<file path="src/rtl/seg_scan_controller.sv">
// Time-multiplexed scan controller for NUM_DIGITS common-anode digits sharing one decoder.
// Optional build macro: LEADING_ZERO_BLANK_EN (blanks zero digits above the top nonzero one).
module seg_scan_controller #(
    parameter int unsigned NUM_DIGITS = 4,
    parameter int unsigned SCAN_DIV   = 50000,
    parameter int unsigned DIV_W      = 16
) (
    input  logic                    clk,
    input  logic                    rst,
    input  logic                    load,
    input  logic [4*NUM_DIGITS-1:0] value_in,
    input  logic                    blank_all,
    output logic [3:0]              digit_code,
    output logic [NUM_DIGITS-1:0]   an_n,
    output logic [2:0]              digit_idx,
    output logic                    frame_done,
    output logic                    upd_pending
);

    localparam int unsigned         ValW    = 4 * NUM_DIGITS;
    localparam logic [DIV_W-1:0]    DivLast = DIV_W'(SCAN_DIV - 1);
    localparam logic [2:0]          IdxLast = 3'(NUM_DIGITS - 1);

    logic [DIV_W-1:0]      presc_q, presc_d;
    logic [2:0]            idx_q, idx_d;
    logic [ValW-1:0]       shadow_q, shadow_d;
    logic [ValW-1:0]       disp_q, disp_d;
    logic                  pend_q, pend_d;
    logic [NUM_DIGITS-1:0] an_q, an_d;
    logic [3:0]            code_q, code_d;
    logic                  frame_done_q, frame_done_d;

    logic tick;
    logic wrap;

    assign tick = (presc_q == DivLast);
    assign wrap = tick && (idx_q == IdxLast);

    always_comb begin
        presc_d      = tick ? '0 : presc_q + 1'b1;
        idx_d        = idx_q;
        if (tick) begin
            idx_d = wrap ? 3'd0 : idx_q + 3'd1;
        end
        frame_done_d = wrap;

        shadow_d = shadow_q;
        disp_d   = disp_q;
        pend_d   = pend_q;
        // A load coinciding with the wrap bypasses the shadow so it is not delayed a frame.
        if (load && wrap) begin
            shadow_d = value_in;
            disp_d   = value_in;
            pend_d   = 1'b0;
        end else begin
            if (wrap && pend_q) begin
                disp_d = shadow_q;
                pend_d = 1'b0;
            end
            if (load) begin
                shadow_d = value_in;
                pend_d   = 1'b1;
            end
        end
    end

`ifdef LEADING_ZERO_BLANK_EN
    logic [NUM_DIGITS-1:0] lead_zero;
    logic                  nz_seen;

    always_comb begin
        lead_zero = '0;
        nz_seen   = 1'b0;
        for (int i = NUM_DIGITS - 1; i >= 0; i--) begin
            if (disp_q[4*i +: 4] != 4'h0) begin
                nz_seen = 1'b1;
            end
            lead_zero[i] = !nz_seen && (i != 0);
        end
    end
`endif

    always_comb begin
        an_d   = '1;
        code_d = 4'hF;
        if (!blank_all) begin
            for (int i = 0; i < NUM_DIGITS; i++) begin
                an_d[i] = (idx_q != 3'(i));
                if (idx_q == 3'(i)) begin
`ifdef LEADING_ZERO_BLANK_EN
                    code_d = lead_zero[i] ? 4'hF : disp_q[4*i +: 4];
`else
                    code_d = disp_q[4*i +: 4];
`endif
                end
            end
        end
    end

    always_ff @(posedge clk or posedge rst) begin
        if (rst) begin
            presc_q      <= '0;
            idx_q        <= '0;
            shadow_q     <= '0;
            disp_q       <= '0;
            pend_q       <= 1'b0;
            an_q         <= '1;
            code_q       <= 4'hF;
            frame_done_q <= 1'b0;
        end else begin
            presc_q      <= presc_d;
            idx_q        <= idx_d;
            shadow_q     <= shadow_d;
            disp_q       <= disp_d;
            pend_q       <= pend_d;
            an_q         <= an_d;
            code_q       <= code_d;
            frame_done_q <= frame_done_d;
        end
    end

    assign digit_code  = code_q;
    assign an_n        = an_q;
    assign digit_idx   = idx_q;
    assign frame_done  = frame_done_q;
    assign upd_pending = pend_q;

endmodule

</file>
<file path="config.mk">
export PLATFORM = sky130hd
export DESIGN_NAME = seg_scan_controller
export DESIGN_NICKNAME = d
export VERILOG_FILES = /design/src/rtl/seg_scan_controller.sv
export SDC_FILE = /design/constraint.sdc
export NUM_CORES = 1
export LEC_CHECK = 0
export CORE_UTILIZATION = 25
export DETAILED_ROUTE_END_ITERATION = 10
export PLACE_DENSITY_LB_ADDON = 0.1
export REMOVE_ABC_BUFFERS = 1
export SLEW_MARGIN = 20
export SYNTH_ARGS = -nofsm -noshare
export SYNTH_HDL_FRONTEND = slang
export SYNTH_SLANG_ARGS = --single-unit
</file>
<file path="constraint.sdc">
create_clock -name clk -period 2.1 [get_ports clk]
set_input_delay 0.42 -clock clk [delete_from_list [all_inputs] [get_ports clk]]
set_output_delay 0.42 -clock clk [all_outputs]
set_load 0.02 [all_outputs]
</file>
# After elaboration in Yosys (flattened, before gate mapping)
# Index checks and enable logic that the tools add are counted.
# word_totals
ff_bits	61
inputBits	20
output_inout_bits	13
elab_cells	40
# op_classes
add_sub_neg	2
eq_ne	7
n_mux	15
n_reduce_logical	8
# op_table
operator	count
16-bit two-way mux	5
4-bit two-way mux	6
16-bit by 1-bit adder with 16-bit output (second input constant)	1
16-bit == test (second input constant)	1
3-bit by 2-bit == test with 1-bit output (second input constant)	2
3-bit by 2-bit inequality test with 1-bit output (second input constant)	2
3-bit nonzero test	2
2-bit nonzero test	2
3-bit by 1-bit adder with 3-bit output (second input constant)	1
3-bit by 1-bit == test with 1-bit output (second input constant)	1
1-bit logical AND	3
3-bit logical NOT	1
1-bit two-way mux	3
3-bit two-way mux	1
3-bit by 1-bit inequality test with 1-bit output (second input constant)	1

# Logic depth before layout (Yosys ltp)
# Gate-level depths: netlist (run 1).
# depth
word_depth	6
depth_mapped	7
depth_no_buf	6

# Worst setup path before layout (run 1)
# No wires, ideal clock.
# synth_path
path_kind	register to register
from	register idx_q[1] (netlist: digit_idx[1])
to	register disp_q[0]
setup_time_ns	0.125
arrival_ns	1.652
required_ns	1.975
setup_slack_ns	0.323
path_stages_with_launch	8
path_buffers	2
period_less_slack_ns	1.777
cell_sequence	dfrtp_1 > ha_1 > buf_2 > nand2b_1 > nor3_2 > nand2_4 > buf_6 > mux2_4
# synth_between
elab_chain_cells	4
elab_cells_between_ends	6
cone_classes	1 x eq/ne; 1 x mux; 4 x reduce/logical
# synth_lines
element	line_no	source
from (decl)	25	logic [2:0] idx_q, idx_d;
from (signal assigned)	112	idx_q <= idx_d;
3-bit by 2-bit == test with 1-bit output (*)	37	assign wrap = tick && (idx_q == IdxLast);
1-bit logical AND (*)	37	
1-bit logical AND, on equally long branches	51, 56	
16-bit two-way mux / 2-bit nonzero test (equally long branches)	-	
to (signal assigned)	114	disp_q <= disp_d;
to (decl)	27	logic [ValW-1:0] disp_q, disp_d;
# Every way passes the cells marked *; elsewhere a longest branch is shown, timed or not.
# A chain may end at the register's enable or synchronous reset.

# Worst setup path in the final report (run 1)
# layout_path
from	register code_q[3] (netlist: digit_code[3])
to	output port digit_code[3]
# layout_lines
element	line_no	source
from (decl)	30	logic [3:0] code_q, code_d;
from (signal assigned)	117	code_q <= code_d;
to (decl)	13	output logic [3:0] digit_code,
# No word-level cell between the ends.

==> results.cfg, run 1 <==
[timing]
report.final.hold_viol_count = 0
max_freq_mhz = 535.6
tns_ps = 0
rsz0062_at_grt = false
finalCritPeriodShare_pct = 88.91
setup-violations-final = 0
min_period_ps = 1867
tightest_slew_ps = 494.0
slew_headroom_pct = 67.02
skew_ps = 9.132
hold_ws_ps = 422.7
fin_ws_ps = 233.0
drv_slew = 0

[drt]
drc_errors = 0
vias = 1658
vias_per_cell = 4.240
antenna_left = 0
drt_iter0_markers = 34
dr.pass1.iters = 4
wl_per_cell_microns = 13.99
wl_microns = 5469

[worst_setup_path]
critPathKind = flop to output pin
critPathMaxStageDelay_ps = 590
cp_slowest_cell = clkdlybuf4s50_1
critPathTopFamily = buffers and inverters
cp.buffers_inverters = 1
worst_ep_required_time_ps = 1680
cp-end-kind = output pin
path_cells = clkdlybuf4s50_1
cp_max_fo = 1
critPathLaunchType = flop
critical_path_arrival_ps = 1450

[cts]
holdBufCountCts = 0
numCtsBuffers = 9
post_cts.repair.setup_buffers = 0
cts_resized = 0
worstSkewPairLatency_ps = 340
cts_tree = yes
clk_pin_slew_ps = 70
htree_levels = 3
cts_root_buffer = clkbuf_8
cts.sinks = 61
clock_path_buffers = 2

[finish]
register_area_sq_um = 1536
diodes = 0
nets = 275
final_util_pct = 33.58
design_area_sq_um = 3467
syn_to_final_growth_pct = 29.73
fill_cells = 1040
final-instance-count-excl-fill = 391
multi_input_area_sq_um = 1071
drive_gt1_share_pct = 28.24

[placed_design]
placed_cells = 375
place_congestion = 0.7218
dp_hpwl_microns = 3958
io_buffers = 32
placedInstanceArea_sq_um = 3217
dp_slack_ps = 79.40

[power]
powerDensity_nw_per_um2 = 772.8
p_leak_nw = 1.533
ir_drop_mv = 0.3702
total_power_mw = 2.679

[floorplanning]
fp.dieH_microns = 105.4
start_util_pct = 25.89
coreArea_sq_um = 10320
io_pins = 33
die_x_microns = 105.4
placementRows = 37
die_area_sq_um = 11110

[grt]
grt_pass1_vias = 1855
grt_pass1_wl_microns = 9487
grt-ovfl-total = 0
gr-usage-all-layers_pct = 11.49
antenna_found_initial = 0
grt_max_degree = 21

[synthesis]
ys_warn_count = 0
synth-seq-cells = 61
synthCells = 205
synth_cell_type_count = 33
synth-seq-area-share_pct = 57.49
syn_area_per_cell_sq_um = 13.04
synth_top_area_share_pct = 49.63
synth_area_leaders = dfrtp_1, mux2_2, dfstp_2
syn_area_sq_um = 2673
yosysTopAreaCell = dfrtp_1

[worst_hold_path]
min_path_type = input pin to asynchronous set/reset pin

[run]
maxCapViolCount = 0

[outcome]
status = finished, final reports clean
==> path summary, 6_finish.rpt <==
path	start	to	slack, ps	cells past startpoint
max	digit_code[3]	digit_code[3]	230	1
min	rst	shadow_q[13]	420	2
max reg2reg	presc_q[0]	disp_q[0]	380	5
min reg2reg	presc_q[15]	presc_q[15]	480	1
max in group asynchronous	rst	presc_q[5]	1140	3
min in group clk	presc_q[15]	presc_q[15]	480	1
==> flip-flops by register name, indices dropped and copies added (netlist names) <==
signal,flops
an_n,4
upd_pending,1
digit_idx,3
shadow_q,16
digit_code,4
presc_q,16
frame_done,1
disp_q,16
==> cell usage after synthesis <==
library cell,instances
nor2b_1,9
nand4b_1,1
mux2i_1,1
nor3_1,9
nor4b_4,2
nor2_1,13
nand4_1,5
a21boi_0,1
dfstp_2,8
nand2_4,1
a211oi_1,4
nor4_1,2
or2_2,1
buf_6,1
buf_2,4
ha_1,5
clkbuf_1,2
inv_1,7
a21o_1,1
and3_1,1
nand3_1,7
dfrtp_1,53
nor3_2,1
nand2_1,7
xnor2_1,7
mux2_4,10
xor2_1,4
o21ai_0,7
mux2_2,23
and3_4,1
and4b_1,2
nor3b_1,4
nand2b_1,1
==> cells by family (layout without fill, tap and decap cells) <==
group,after synthesis,count (layout),share of synthesized area [%]
and+or+nand+nor,67,67,15.45
DFF,61,61,57.49
muxes,34,34,15.68
buffers and inverters,14,64,2.435
AOI/OAI and AO/OA,13,13,2.996
xor gates and xnor gates,11,11,3.605
adders and majority gates,5,5,2.341
==> placed cells by master (no fill, tap or decap), types with 8 or more instances in the layout <==
cell type,instances
nor2_1,13
dfrtp_1,53
clkdlybuf4s50_1,32
dfstp_2,8
nor2b_1,9
clkbuf_8,11
nor3_1,9
mux2_4,10
mux2_2,23
==> final cells by class <==
cell class	instances	area share [%]
clock buffers	12	4.475
clock inverters	4	2.743
inverters	7	0.7578
multi-input cells	130	30.89
flip-flops and latches	61	44.32
well taps	136	4.908
repair buffers	41	11.91
==> layer usage <==
metal / global-route usage (%) / vias to the layer above / wire, microns
li1: - / 803 / -
met1: 13.47 / 822 / 2471
met2: 18.98 / 26 / 2683
met3: 4.824 / 7 / 237
met4: 3.622 / 0 / 77
met5: 0 / - / 0
==> where the power goes <==
| part | total (mW) | internal [mW] | switching (mW) |
|---|---|---|---|
| Clock | 1.31 | 0.852 | 0.461 |
| Combinational | 0.145 | 0.0797 | 0.0648 |
| Sequential | 1.22 | 1.21 | 0.00747 |
| Total | 2.68 | 2.15 | 0.534 |
Note: power is estimated with default switching activity, not from simulation.
==> run 2: changes to the inputs <==
- PLACE_DENSITY: default -> 0.39
- PLACE_DENSITY_LB_ADDON: 0.1 -> default
==> run 2 against run 1 <==
Compared with the run above:
- hold slack improved by 21 ps
- setup slack worse by 22 ps
- first-iteration DRC count is 5.9% lower
- clock skew barely moved
- wire length increased by 0.48%
- clock power fell by 18%
- core utilization down 0.65 points
==> results.cfg, run 2 (synthesized netlist as in run 1, its figures left out) <==
[outcome]
status = finished, final reports clean

[cts]
htree_levels = 3
holdBufCountCts = 0
cts_root_buffer = clkbuf_8
worstSkewPairLatency_ps = 340
clock_path_buffers = 2
cts_tree = yes
numCtsBuffers = 9
cts_resized = 0
post_cts.repair.setup_buffers = 0
clk_pin_slew_ps = 70
cts.sinks = 61

[placed_design]
place_congestion = 0.6966
io_buffers = 32
dp_hpwl_microns = 3750
dp_slack_ps = 116.3

[worst_setup_path]
worst_ep_required_time_ps = 1680
cp_max_fo = 1
cp-end-kind = output pin
path_cells = clkdlybuf4s50_1
critPathKind = flop to output pin
critPathMaxStageDelay_ps = 590
cp.buffers_inverters = 1
critical_path_arrival_ps = 1470
critPathLaunchType = flop
cp_slowest_cell = clkdlybuf4s50_1
critPathTopFamily = buffers and inverters

[timing]
slew_headroom_pct = 71.45
report.final.hold_viol_count = 0
finalCritPeriodShare_pct = 89.96
fin_ws_ps = 210.9
tightest_slew_ps = 426.6
max_freq_mhz = 529.3
hold_ws_ps = 443.3
rsz0062_at_grt = false
tns_ps = 0
setup-violations-final = 0
min_period_ps = 1889
drv_slew = 0
skew_ps = 9.589

[finish]
syn_to_final_growth_pct = 27.20
nets = 274
largest_registers = disp_q (16), presc_q (16), shadow_q (16)
multi_input_area_sq_um = 1071
diodes = 0
drive_gt1_share_pct = 27.95
final_common_cell = dfrtp_1
register_area_sq_um = 1536
final_util_pct = 32.93
fill_cells = 1037
most-common-layout-cells = dfrtp_1, clkdlybuf4s50_1, mux2_2, nor2_1, clkbuf_8

[drt]
wl_per_cell_microns = 14.09
wl_microns = 5495
vias = 1662
drt_iter0_markers = 32
vias_per_cell = 4.262
antenna_left = 0
dr.pass1.iters = 4
drc_errors = 0

[grt]
grt-ovfl-total = 0
grt_max_degree = 62
gr-usage-all-layers_pct = 11.40
grt_pass1_vias = 1762
grt_pass1_wl_microns = 9377
antenna_found_initial = 0

[power]
ir_drop_mv = 0.2161
p_int_mw = 1.898
p_leak_nw = 1.500
powerDensity_nw_per_um2 = 717.9
power.share.clock_pct = 44.3
seqPwrFrac_pct = 50.0
swShare_pct = 22.21
switching_power_mw = 0.5422
comb_power_share_pct = 5.7

[worst_hold_path]
min_path_type = input pin to asynchronous set/reset pin

[floorplanning]
placementRows = 37
die_x_microns = 105.4
die_area_sq_um = 11110
io_pins = 33
fp.dieH_microns = 105.4
start_util_pct = 25.89
coreArea_sq_um = 10320

[run]
maxCapViolCount = 0
run 2: power groups by stage:
stage	Clock, mW	Sequential (mW)	Combinational (mW)
final	1.08	1.22	0.139
after CTS	1.12	1.22	0.144
after floorplan	0	1.25	0.0594
after global placement	0	1.24	0.145
after global routing	1.18	1.22	0.156
after detailed placement	0	1.24	0.144
run 2: area by class of cell:
type,count,share of cell area [%]
Multi-Input combinational cell,130,31.51
Clock inverter,4,1.399
Inverter,7,0.7729
Timing Repair Buffer,40,11.56
Sequential cell,61,45.20
Clock buffer,12,4.564
Tap cell,136,5.006
run 2: worst register-to-register path: stages (launching register included):
cell	delay, ps
dfrtp_1	440
nor4b_4	340
and3_4	260
nand2_4	180
mux2_4	360
run 2: path summary, 6_finish.rpt:
kind / cells after the start / from / end / slack [ps]
min reg2reg: 1 / presc_q[0] / presc_q[0] / 490
min: 3 / rst / presc_q[0] / 440
max in group asynchronous: 3 / rst / digit_code[2] / 1310
min in group clk: 1 / presc_q[0] / presc_q[0] / 490
max: 1 / an_n[3] / an_n[3] / 210
max reg2reg: 4 / presc_q[11] / disp_q[5] / 420
run 2: routing by layer:
metal  wire length (microns)  global-route usage, %
met5                       0                      0
met1                    2584                  14.44
met4                      86                  4.527
met2                    2554                  17.01
met3                     270                  4.886
run 2: metrics by stage:
stage	cell area, sq um	std cells	total power, mW
floorplan	2634	198	1.308
global placement	3197	374	1.388
detailed placement	3197	374	1.388
CTS	3400	390	2.485
global route	3400	390	2.561
finish	3400	390	2.441
==> run 3: changes to the inputs <==
- ABC_AREA: default -> 1
==> run 3 against run 2 <==
Compared with the run above:
- hold slack improved by 15 ps
- synthesized area increased by 3.9%
- core utilization decreased by 0.89 points
- clock skew increased by 3.0 ps
- critical path type unchanged
==> results.cfg, run 3 <==
[worst_setup_path]
worst_ep_required_time_ps = 1680
r2r_cells = 10
critical_path_arrival_ps = 1450
cp_slowest_cell = clkdlybuf4s50_1
critPathKind = flop to output pin
rr_endpoint = disp_q[8]
critPathTopFamily = buffers and inverters
critPathLaunchType = flop
cp-end-kind = output pin
critPathMaxStageDelay_ps = 590
r2r_slack_ps = 340
cp_max_fo = 1
cp.depth = 1
cp.buffers_inverters = 1
path_cells = clkdlybuf4s50_1
reg2reg_from = presc_q[0]

[grt]
grt_pass1_vias = 2033
grt_pass1_wl_microns = 10350
grt-ovfl-total = 0
antenna_found_initial = 0
gr-usage-all-layers_pct = 11.91
grt_max_degree = 62

[synthesis]
synth_area_leaders = dfrtp_1, nand2_1, dfstp_2
synth_top_area_share_pct = 47.77
synth-seq-area-share_pct = 55.34
synth_cell_type_count = 27
async_flop_share_pct = 100.0
yosysTopAreaCell = dfrtp_1
ys_warn_count = 0
synth-seq-cells = 61
synthTopCellsByCount = nand2_1, dfrtp_1, inv_1
synthMostInstantiatedCell = nand2_1
synth_ff_type = dfrtp_1
syn_area_sq_um = 2776
syn_area_per_cell_sq_um = 9.255
synthCells = 300
synth_edf_count = 0

[cts]
worstSkewPairLatency_ps = 340
numCtsBuffers = 9
cts_root_buffer = clkbuf_8
clk_pin_slew_ps = 80
htree_levels = 3
cts.sinks = 61
holdBufCountCts = 0
cts_resized = 0
post_cts.repair.setup_buffers = 0
cts_tree = yes
clock_path_buffers = 2

[timing]
tightest_slew_ps = 537.0
min_period_ps = 1875
rsz0062_at_grt = false
slew_headroom_pct = 63.87
fin_ws_ps = 225.1
tns_ps = 0
report.final.hold_viol_count = 0
finalCritPeriodShare_pct = 89.28
drv_slew = 0
setup-violations-final = 0
hold_ws_ps = 458.2
skew_ps = 12.55
max_freq_mhz = 533.4

[power]
p_leak_nw = 1.636
ir_drop_mv = 0.2678
total_power_mw = 2.434
powerDensity_nw_per_um2 = 700.7

[drt]
antenna_left = 0
vias_per_cell = 4.253
wl_microns = 6103
wl_per_cell_microns = 12.53
drc_errors = 0
dr.pass1.iters = 4
vias = 2071
drt_iter0_markers = 91

[floorplanning]
die_x_microns = 107.4
placementRows = 38
die_area_sq_um = 11530
coreArea_sq_um = 10840
io_pins = 33
start_util_pct = 25.61
fp.dieH_microns = 107.4

[finish]
register_area_sq_um = 1536
drive_gt1_share_pct = 14.41
most-common-layout-cells = nand2_1, dfrtp_1, inv_1, clkdlybuf4s50_1, nor2_1
largest_registers = disp_q (16), presc_q (16), shadow_q (16)
final_common_cell = nand2_1
syn_to_final_growth_pct = 25.10
nets = 367
fill_cells = 1181
diodes = 0
multi_input_area_sq_um = 1047

[placed_design]
dp_slack_ps = 239.6
place_congestion = 0.8274
io_buffers = 32
dp_hpwl_microns = 4389

[outcome]
status = finished, final reports clean

[run]
maxCapViolCount = 0

[worst_hold_path]
min_path_type = input pin to asynchronous set/reset pin
-- run 3: cell count changes after synthesis, sizes merged, moves of 4 or more --
cell and change:
o221ai +4, xnor2 -6, o21ai +4, nor3 -5, inv +33, nor2 +20
nor2b -9, nand3 +11, a21oi +10, a211oi -4, mux2 -20, nor3b -4
nand2 +71
-- run 3: cell families after synthesis --
group                      share of synthesized area [%]
buffers and inverters                              6.940
adders and majority gates                          2.253
DFF                                                55.34
muxes                                              5.273
AOI/OAI and AO/OA                                  5.363
xor gates and xnor gates                           2.524
and+or+nand+nor                                    22.31
-- run 3: how the worst max path moves through the flow --
| stage | end | start |
|---|---|---|
| 5_1_grt | disp_q[2] | presc_q[0] |
| 4_1_cts | digit_code[3] | digit_code[3] |
| 3_3_place_gp | disp_q[4] | load |
| 6_report | digit_code[3] | digit_code[3] |
| 2_1_floorplan | digit_idx[0] | rst |
| 3_5_place_dp | disp_q[4] | load |
-- run 3: stage by stage --
stage          area (sq um)  util, %  std cells
6_report               3473    32.04        487
5_1_grt                3473    32.04        487
4_1_cts                3473    32.04        487
3_5_place_dp           3282    30.27        471
3_3_place_gp           3282    30.27        471
2_1_floorplan          2736        -        294
-- run 3: layout make-up --
cell class / instances / area share (%)
Timing Repair Buffer: 37 / 10.66
Clock inverter: 6 / 1.837
Clock buffer: 10 / 3.674
Sequential cell: 61 / 44.24
Multi-Input combinational cell: 193 / 30.15
Inverter: 40 / 4.395
Tap cell: 140 / 5.043
-- run 3: where the power goes --
group	internal, mW	total [mW]	switching [mW]
Combinational	0.0830	0.162	0.0792
Sequential	1.23	1.24	0.0154
Clock	0.546	1.03	0.483
Total	1.86	2.43	0.578
-- run 3: routing by layer --
metal	global-route usage (%)	part of all wire [%]
met5	0	0
met4	4.403	1.3
met3	3.269	3.6
met2	17.47	44
met1	16.63	51
